$ cat src/rtl/sdiomux_hdx_ctrl.sv
// ---------------------------------------------------------------------------
// sdiomux_hdx_ctrl
//   Fabric-side half-duplex controller for a single SDIOMUX pad cell.
//   Words are shifted out of (TX) or into (RX) the pad LSB first, each one
//   preceded by a '1' start bit. A direction change passes through a TA-cycle
//   turnaround in which both pad enables are high (neither direction on).
//   The pad enables are active-low, matching the cell.
//
// Parameters
//   W   data word width in bits (>= 1)
//   TA  turnaround length in cycles (>= 1)
//
// Ports
//   CLK       in   single clock, rising-edge
//   RST       in   synchronous reset, active-high
//   DIR_REQ   in   requested direction: 1 = transmit, 0 = receive
//   TX_DATA   in   word to transmit, captured only at the handshake
//   TX_VALID  in   TX_DATA valid
//   TX_READY  out  word accepted when TX_VALID & TX_READY at a rising edge
//   RX_DATA   out  last received word, held until the next word completes
//   RX_VALID  out  one-cycle pulse when RX_DATA is updated
//   O_DAT     out  to cell O_DAT (0 whenever O_EN = 1)
//   O_EN      out  to cell O_EN, 0 = output driven
//   I_DAT     in   from cell I_DAT (forced 0 by the cell when I_EN = 1)
//   I_EN      out  to cell I_EN, 0 = input enabled
// ---------------------------------------------------------------------------
module sdiomux_hdx_ctrl #(
  parameter int W  = 8,
  parameter int TA = 2
) (
  input  logic         CLK,
  input  logic         RST,
  input  logic         DIR_REQ,
  input  logic [W-1:0] TX_DATA,
  input  logic         TX_VALID,
  output logic         TX_READY,
  output logic [W-1:0] RX_DATA,
  output logic         RX_VALID,
  output logic         O_DAT,
  output logic         O_EN,
  input  logic         I_DAT,
  output logic         I_EN
);

  typedef enum logic [1:0] {
    TURN_RX = 2'd0,
    RX      = 2'd1,
    TURN_TX = 2'd2,
    TX      = 2'd3
  } state_t;

  localparam int TCW = $clog2(TA + 1);
  localparam int BCW = $clog2(W + 1);

  localparam logic [TCW-1:0] TURN_INIT = TCW'(TA);
  localparam logic [TCW-1:0] TURN_ONE  = TCW'(1);
  localparam logic [BCW-1:0] BIT_ONE   = BCW'(1);
  localparam logic [BCW-1:0] RX_LAST   = BCW'(W - 1);
  localparam logic [BCW-1:0] TX_DONE   = BCW'(W);

  state_t         state_q, state_d;
  logic [TCW-1:0] turn_cnt_q, turn_cnt_d;

  logic           rx_busy_q, rx_busy_d;
  logic [BCW-1:0] rx_cnt_q, rx_cnt_d;
  logic [W-1:0]   rx_shift_q, rx_shift_d;
  logic [W-1:0]   rx_data_q, rx_data_d;
  logic           rx_valid_q, rx_valid_d;

  logic           tx_busy_q, tx_busy_d;
  logic [BCW-1:0] tx_cnt_q, tx_cnt_d;
  logic [W-1:0]   tx_shift_q, tx_shift_d;
  logic           tx_ready_q, tx_ready_d;

  logic           o_dat_q, o_dat_d;
  logic           o_en_q, o_en_d;
  logic           i_en_q, i_en_d;

  logic           tx_hs;

  // Next-state logic for the whole controller. Every pad-facing output is
  // computed here one cycle ahead so that it leaves a flop. Within a frame
  // DIR_REQ is simply not looked at; direction only changes from an idle
  // shifter, and the handshake branch is tested before the exit branch so
  // that a handshake beats DIR_REQ=0 on the same edge.
  always_comb begin
    state_d    = state_q;
    turn_cnt_d = turn_cnt_q;
    rx_busy_d  = rx_busy_q;
    rx_cnt_d   = rx_cnt_q;
    rx_shift_d = rx_shift_q;
    rx_data_d  = rx_data_q;
    rx_valid_d = 1'b0;
    tx_busy_d  = tx_busy_q;
    tx_cnt_d   = tx_cnt_q;
    tx_shift_d = tx_shift_q;
    tx_ready_d = tx_ready_q;
    o_dat_d    = o_dat_q;
    o_en_d     = o_en_q;
    i_en_d     = i_en_q;

    tx_hs = (state_q == TX) && tx_ready_q && TX_VALID;

    case (state_q)
      TURN_RX: begin
        if (turn_cnt_q == TURN_ONE) begin
          state_d = RX;
          i_en_d  = 1'b0;
        end else begin
          turn_cnt_d = turn_cnt_q - TURN_ONE;
        end
      end

      RX: begin
        if (rx_busy_q) begin
          // Shift right so the first data bit ends up in bit 0.
          rx_shift_d        = rx_shift_q >> 1;
          rx_shift_d[W-1]   = I_DAT;
          if (rx_cnt_q == RX_LAST) begin
            rx_data_d  = rx_shift_d;
            rx_valid_d = 1'b1;
            rx_busy_d  = 1'b0;
            rx_cnt_d   = '0;
          end else begin
            rx_cnt_d = rx_cnt_q + BIT_ONE;
          end
        end else if (I_DAT) begin
          rx_busy_d  = 1'b1;
          rx_cnt_d   = '0;
          rx_shift_d = '0;
        end else if (DIR_REQ) begin
          state_d    = TURN_TX;
          turn_cnt_d = TURN_INIT;
          i_en_d     = 1'b1;
        end
      end

      TURN_TX: begin
        if (turn_cnt_q == TURN_ONE) begin
          state_d    = TX;
          o_en_d     = 1'b0;
          o_dat_d    = 1'b0;
          tx_ready_d = 1'b1;
        end else begin
          turn_cnt_d = turn_cnt_q - TURN_ONE;
        end
      end

      TX: begin
        if (tx_busy_q) begin
          // tx_cnt counts data bits already put on the pad; once all W are
          // out, one idle '0' cycle is emitted with TX_READY back high.
          if (tx_cnt_q == TX_DONE) begin
            o_dat_d    = 1'b0;
            tx_ready_d = 1'b1;
            tx_busy_d  = 1'b0;
            tx_cnt_d   = '0;
          end else begin
            o_dat_d    = tx_shift_q[0];
            tx_shift_d = tx_shift_q >> 1;
            tx_cnt_d   = tx_cnt_q + BIT_ONE;
          end
        end else if (tx_hs) begin
          o_dat_d    = 1'b1;
          tx_ready_d = 1'b0;
          tx_busy_d  = 1'b1;
          tx_shift_d = TX_DATA;
          tx_cnt_d   = '0;
        end else if (!DIR_REQ) begin
          state_d    = TURN_RX;
          turn_cnt_d = TURN_INIT;
          o_en_d     = 1'b1;
          o_dat_d    = 1'b0;
          tx_ready_d = 1'b0;
        end
      end

      default: begin
        state_d    = TURN_RX;
        turn_cnt_d = TURN_INIT;
        o_en_d     = 1'b1;
        i_en_d     = 1'b1;
        o_dat_d    = 1'b0;
        tx_ready_d = 1'b0;
      end
    endcase
  end

  // State register. Reset lands in TURN_RX with both pad directions off and
  // throws away any partially shifted word in either direction.
  always_ff @(posedge CLK) begin
    if (RST) begin
      state_q    <= TURN_RX;
      turn_cnt_q <= TURN_INIT;
      rx_busy_q  <= 1'b0;
      rx_cnt_q   <= '0;
      rx_shift_q <= '0;
      rx_data_q  <= '0;
      rx_valid_q <= 1'b0;
      tx_busy_q  <= 1'b0;
      tx_cnt_q   <= '0;
      tx_shift_q <= '0;
      tx_ready_q <= 1'b0;
      o_dat_q    <= 1'b0;
      o_en_q     <= 1'b1;
      i_en_q     <= 1'b1;
    end else begin
      state_q    <= state_d;
      turn_cnt_q <= turn_cnt_d;
      rx_busy_q  <= rx_busy_d;
      rx_cnt_q   <= rx_cnt_d;
      rx_shift_q <= rx_shift_d;
      rx_data_q  <= rx_data_d;
      rx_valid_q <= rx_valid_d;
      tx_busy_q  <= tx_busy_d;
      tx_cnt_q   <= tx_cnt_d;
      tx_shift_q <= tx_shift_d;
      tx_ready_q <= tx_ready_d;
      o_dat_q    <= o_dat_d;
      o_en_q     <= o_en_d;
      i_en_q     <= i_en_d;
    end
  end

  assign TX_READY = tx_ready_q;
  assign RX_DATA  = rx_data_q;
  assign RX_VALID = rx_valid_q;
  assign O_DAT    = o_dat_q;
  assign O_EN     = o_en_q;
  assign I_EN     = i_en_q;

endmodule

$ cat config.mk
export PLATFORM = sky130hd
export DESIGN_NAME = sdiomux_hdx_ctrl
export DESIGN_NICKNAME = d
export VERILOG_FILES = /design/src/rtl/sdiomux_hdx_ctrl.sv
export SDC_FILE = /design/constraint.sdc
export NUM_CORES = 1
export LEC_CHECK = 0
export ABC_AREA = 1
export BUFFER_PORTS_ARGS = -buffer_cell sky130_fd_sc_hd__buf_2
export CELL_PAD_IN_SITES_DETAIL_PLACEMENT = 0
export CELL_PAD_IN_SITES_GLOBAL_PLACEMENT = 1
export CORE_ASPECT_RATIO = 0.9
export CORE_MARGIN = 10
export CORE_UTILIZATION = 44
export CTS_CLUSTER_SIZE = 10
export DETAILED_ROUTE_END_ITERATION = 8
export PLACE_DENSITY_LB_ADDON = 0.1
export SLEW_MARGIN = 20
export SYNTH_ARGS = -nofsm -noshare
export SYNTH_HDL_FRONTEND = slang
export SYNTH_SLANG_ARGS = --single-unit
$ cat constraint.sdc
create_clock -name CLK -period 3 [get_ports CLK]
set_input_delay 0.45 -clock CLK [delete_from_list [all_inputs] [get_ports CLK]]
set_output_delay 0.45 -clock CLK [all_outputs]
set_load 0.005 [all_outputs]
==> flow_summary.yaml <==
run_status:
  status: "finished, final reports clean"
timing:
  fmax_ghz: 0.621
  skew_ns: 0.00820
  finalCritPeriodShare: 0.537
  finalMaxSlewViolations: 0
  slew_headroom: 0.554
  hold_viol_final: 0
  setup_tns_ns: 0
  rsz0062_at_grt: "no"
  min_period_ns: 1.61
  worst_pin_slew_ns: 0.669
  finalSetupViolCount: 0
synthesis:
  synth-compound-area-share: 0.0761
  synth_xor_area_frac: 0.00440
  ys_warn_count: 0
  synthesis.nets: 301
  synthMuxAreaShare: 0
  ys_ff_latch: 42
  ys_types: 27
  yosys.area_share.simple: 0.378
  synth-adder-area-share: 0.0503
  syn_avg_cell_area_um2: 7.11
  synth_top_family_by_area: "simple AND/OR/NAND/NOR gates"
  syn_inst: 280
  synth_area_um2: 1990
  seq_area_frac_synth: 0.423
setup_path:
  critPathTopFamily: "flip-flops"
  path_buf_inv: 2
  rrSetupSlack_ns: 1.39
  start_kind: "register"
  cp-end-kind: "register"
  critPathMaxStageDelay_ns: 0.63
  crit_chain: "inv_1 > nand4_4 > nand2_4 > o21ai_0 > inv_1"
  cp_slowest_cell: "dfxtp_1"
  reg2reg_depth: 5
  r2r-start: "tx_busy_q"
  cp.arrival_ns: 1.80
  crit_top_cell: "inv_1"
  critical_path_class: "register to register"
  critical_path.max_fanout: 12
  crit_required_ns: 3.19
  reg2reg_to: "tx_busy_q"
drt:
  first_iter_violations: 66
  vias: 1729
  first_pass_iters: 4
  drtAntennaViolNets: 0
  drc_errors: 0
  via_per_inst: 4.70
  wl_per_cell_um: 11.5
  routed_wl_um: 4220
die:
  start_util: 0.452
  coreArea_um2: 4400
  ios: 26
  rows: 23
  die_h_um: 83.8
  die_area_um2: 7610
  die_w_um: 90.9
final_layout:
  final_area_um2: 2240
  antenna-diode-count: 0
  final_layout_size_suffix_gt1_frac: 0.167
  syn2layout_area_growth_pct: 12.5
  nets: 326
  fill_cells: 484
pwr:
  switching_share: 0.340
  clock_power_share: 0.254
  finalPower_uw: 1420
  p_seq_frac: 0.457
  p_per_area_nw_per_um2: 634
  peakVddDrop_mv: 0.463
  switchingPower_uw: 483
  p_int_uw: 938
  combPwrFrac: 0.289
  leakage_uw: 0.00105
clock_network:
  root_buffer: "clkbuf_8"
  numCtsBuffers: 5
  cts_setup_buffers: 0
  cts_tree: "yes"
  cts.path.max_buffers: 2
  cts_resized: 0
  path_clk_slew_ns: 0.08
  clock_latency_ns: 0.29
  cts_hold_buf: 0
  clock-sinks: 42
  cts_max_level: 2
min_path:
  min-delay-start: "I_DAT"
  min_path_type: "primary input to register"
  min_to: "RX_DATA[7]"
  hold_depth: 3
place:
  routabilityCongestion: 0.725
  dp_hpwl_um: 3050
  post_dp_cell_area_um2: 2150
  portBuffers: 25
global_route:
  antenna_found_initial: 0
  grt_pass1_wl_um: 7420
  overflow: 0
  grt_pass1_vias: 1647
  grt_max_degree: 23
  grt_usage: 0.115
run:
  drv_cap: 0
==> routing by layer <==
metal / global-route usage / part of all wire / vias up
met5: 0 / 0 / -
met4: 0.0455 / 0.0073 / 0
met1: 0.147 / 0.53 / 762
li1: - / - / 944
met2: 0.174 / 0.42 / 19
met3: 0.0387 / 0.036 / 4
==> kinds of logic after synthesis <==
logic type,count (synthesis)
and+or+nand+nor,168
DFF,42
buffers and inverters,32
AOI/OAI and AO/OA,29
adders and majority gates,8
xor gates and xnor gates,1
==> how the worst max path moves through the flow <==
stage                     startpoint             to  slack, ns  cells after the start
final                      tx_busy_q      tx_busy_q       1.39                      5
after global routing      state_q[0]  turn_cnt_q[1]       1.19                      8
after CTS                  tx_busy_q      tx_busy_q       1.38                      5
after detailed placement         RST     RX_DATA[2]       1.22                      6
after global placement           RST     RX_DATA[0]       1.25                      6
after floorplan           state_q[1]     state_q[0]       1.63                      8
==> power groups by stage <==
| stage | Sequential [uW] | Clock (uW) | Combinational, uW |
|---|---|---|---|
| floorplan | 654 | 0 | 338 |
| global placement | 662 | 0 | 419 |
| detailed placement | 661 | 0 | 416 |
| CTS | 649 | 370 | 417 |
| global route | 655 | 395 | 478 |
| finish | 648 | 361 | 411 |
==> cell type report <==
class	instances	area [um^2]	share of cell area
Multi-Input combinational cell	206	1010	0.452
Sequential cell	42	841	0.376
Timing Repair Buffer	25	125	0.0559
Inverter	25	96.3	0.0430
Tap cell	62	77.6	0.0347
Clock buffer	6	72.6	0.0324
Clock inverter	2	13.8	0.00615
==> tightest hold or removal path, stage by stage <==
cell,delay [ns]
buf_2,0.11
nand2_1,0.05
nand2_1,0.05
==> through the flow <==
stage,setup slack (ns),utilization,instances,hold WS (ns)
floorplan,1.63,-,280,0.419
global placement,1.25,0.489,360,0.437
detailed placement,1.22,0.489,360,0.447
CTS,1.38,0.508,368,0.402
global route,1.19,0.508,368,0.414
finish,1.39,0.508,368,0.407
==> cells in the mapped netlist <==
library cell	instances	area, um^2
a21oi_1	24	120
a21oi_2	1	8.76
a22oi_1	1	7.51
buf_1	1	3.75
buf_2	5	25.0
buf_6	1	11.3
dfxtp_1	42	841
ha_1	8	100
inv_1	21	78.8
inv_2	3	11.3
inv_4	1	6.26
nand2_1	94	353
nand2_2	5	31.3
nand2_4	3	33.8
nand3_1	32	160
nand3_2	1	10.0
nand3b_1	1	7.51
nand4_1	2	12.5
nand4_4	1	21.3
nor2_1	23	86.3
nor2_2	2	12.5
nor3_1	1	5.00
o21ai_0	2	10.0
o21ai_1	1	5.00
or2_0	1	6.26
or2_2	2	12.5
xor2_1	1	8.76
==> cell usage in the layout (no fill, tap or decap) <==
cell,netlist,routed
nand2_1,94,94
dfxtp_1,42,42
nand3_1,32,32
buf_2,5,25
a21oi_1,24,24
nor2_1,23,23
inv_1,21,21
ha_1,8,8
nand2_2,5,5
clkbuf_8,0,5
inv_2,3,3
nand2_4,3,3
nor2_2,2,2
o21ai_0,2,2
nand4_1,2,2
or2_2,2,2
nand3_2,1,1
xor2_1,1,1
inv_4,1,1
nand4_4,1,1
nor3_1,1,1
a22oi_1,1,1
o21ai_1,1,1
nand3b_1,1,1
or2_0,1,1
a21oi_2,1,1
clkinv_4,0,1
clkinv_2,0,1
clkbuf_1,0,1
==> sequential cells by signal, summed over array words and instances, names as in the netlist <==
name,count
I_EN,1
O_DAT,1
O_EN,1
RX_DATA,8
RX_VALID,1
TX_READY,1
rx_busy_q,1
rx_cnt_q,4
rx_shift_q,7
state_q,2
turn_cnt_q,2
tx_busy_q,1
tx_cnt_q,4
tx_shift_q,8
(Power assumes the default switching activity.)
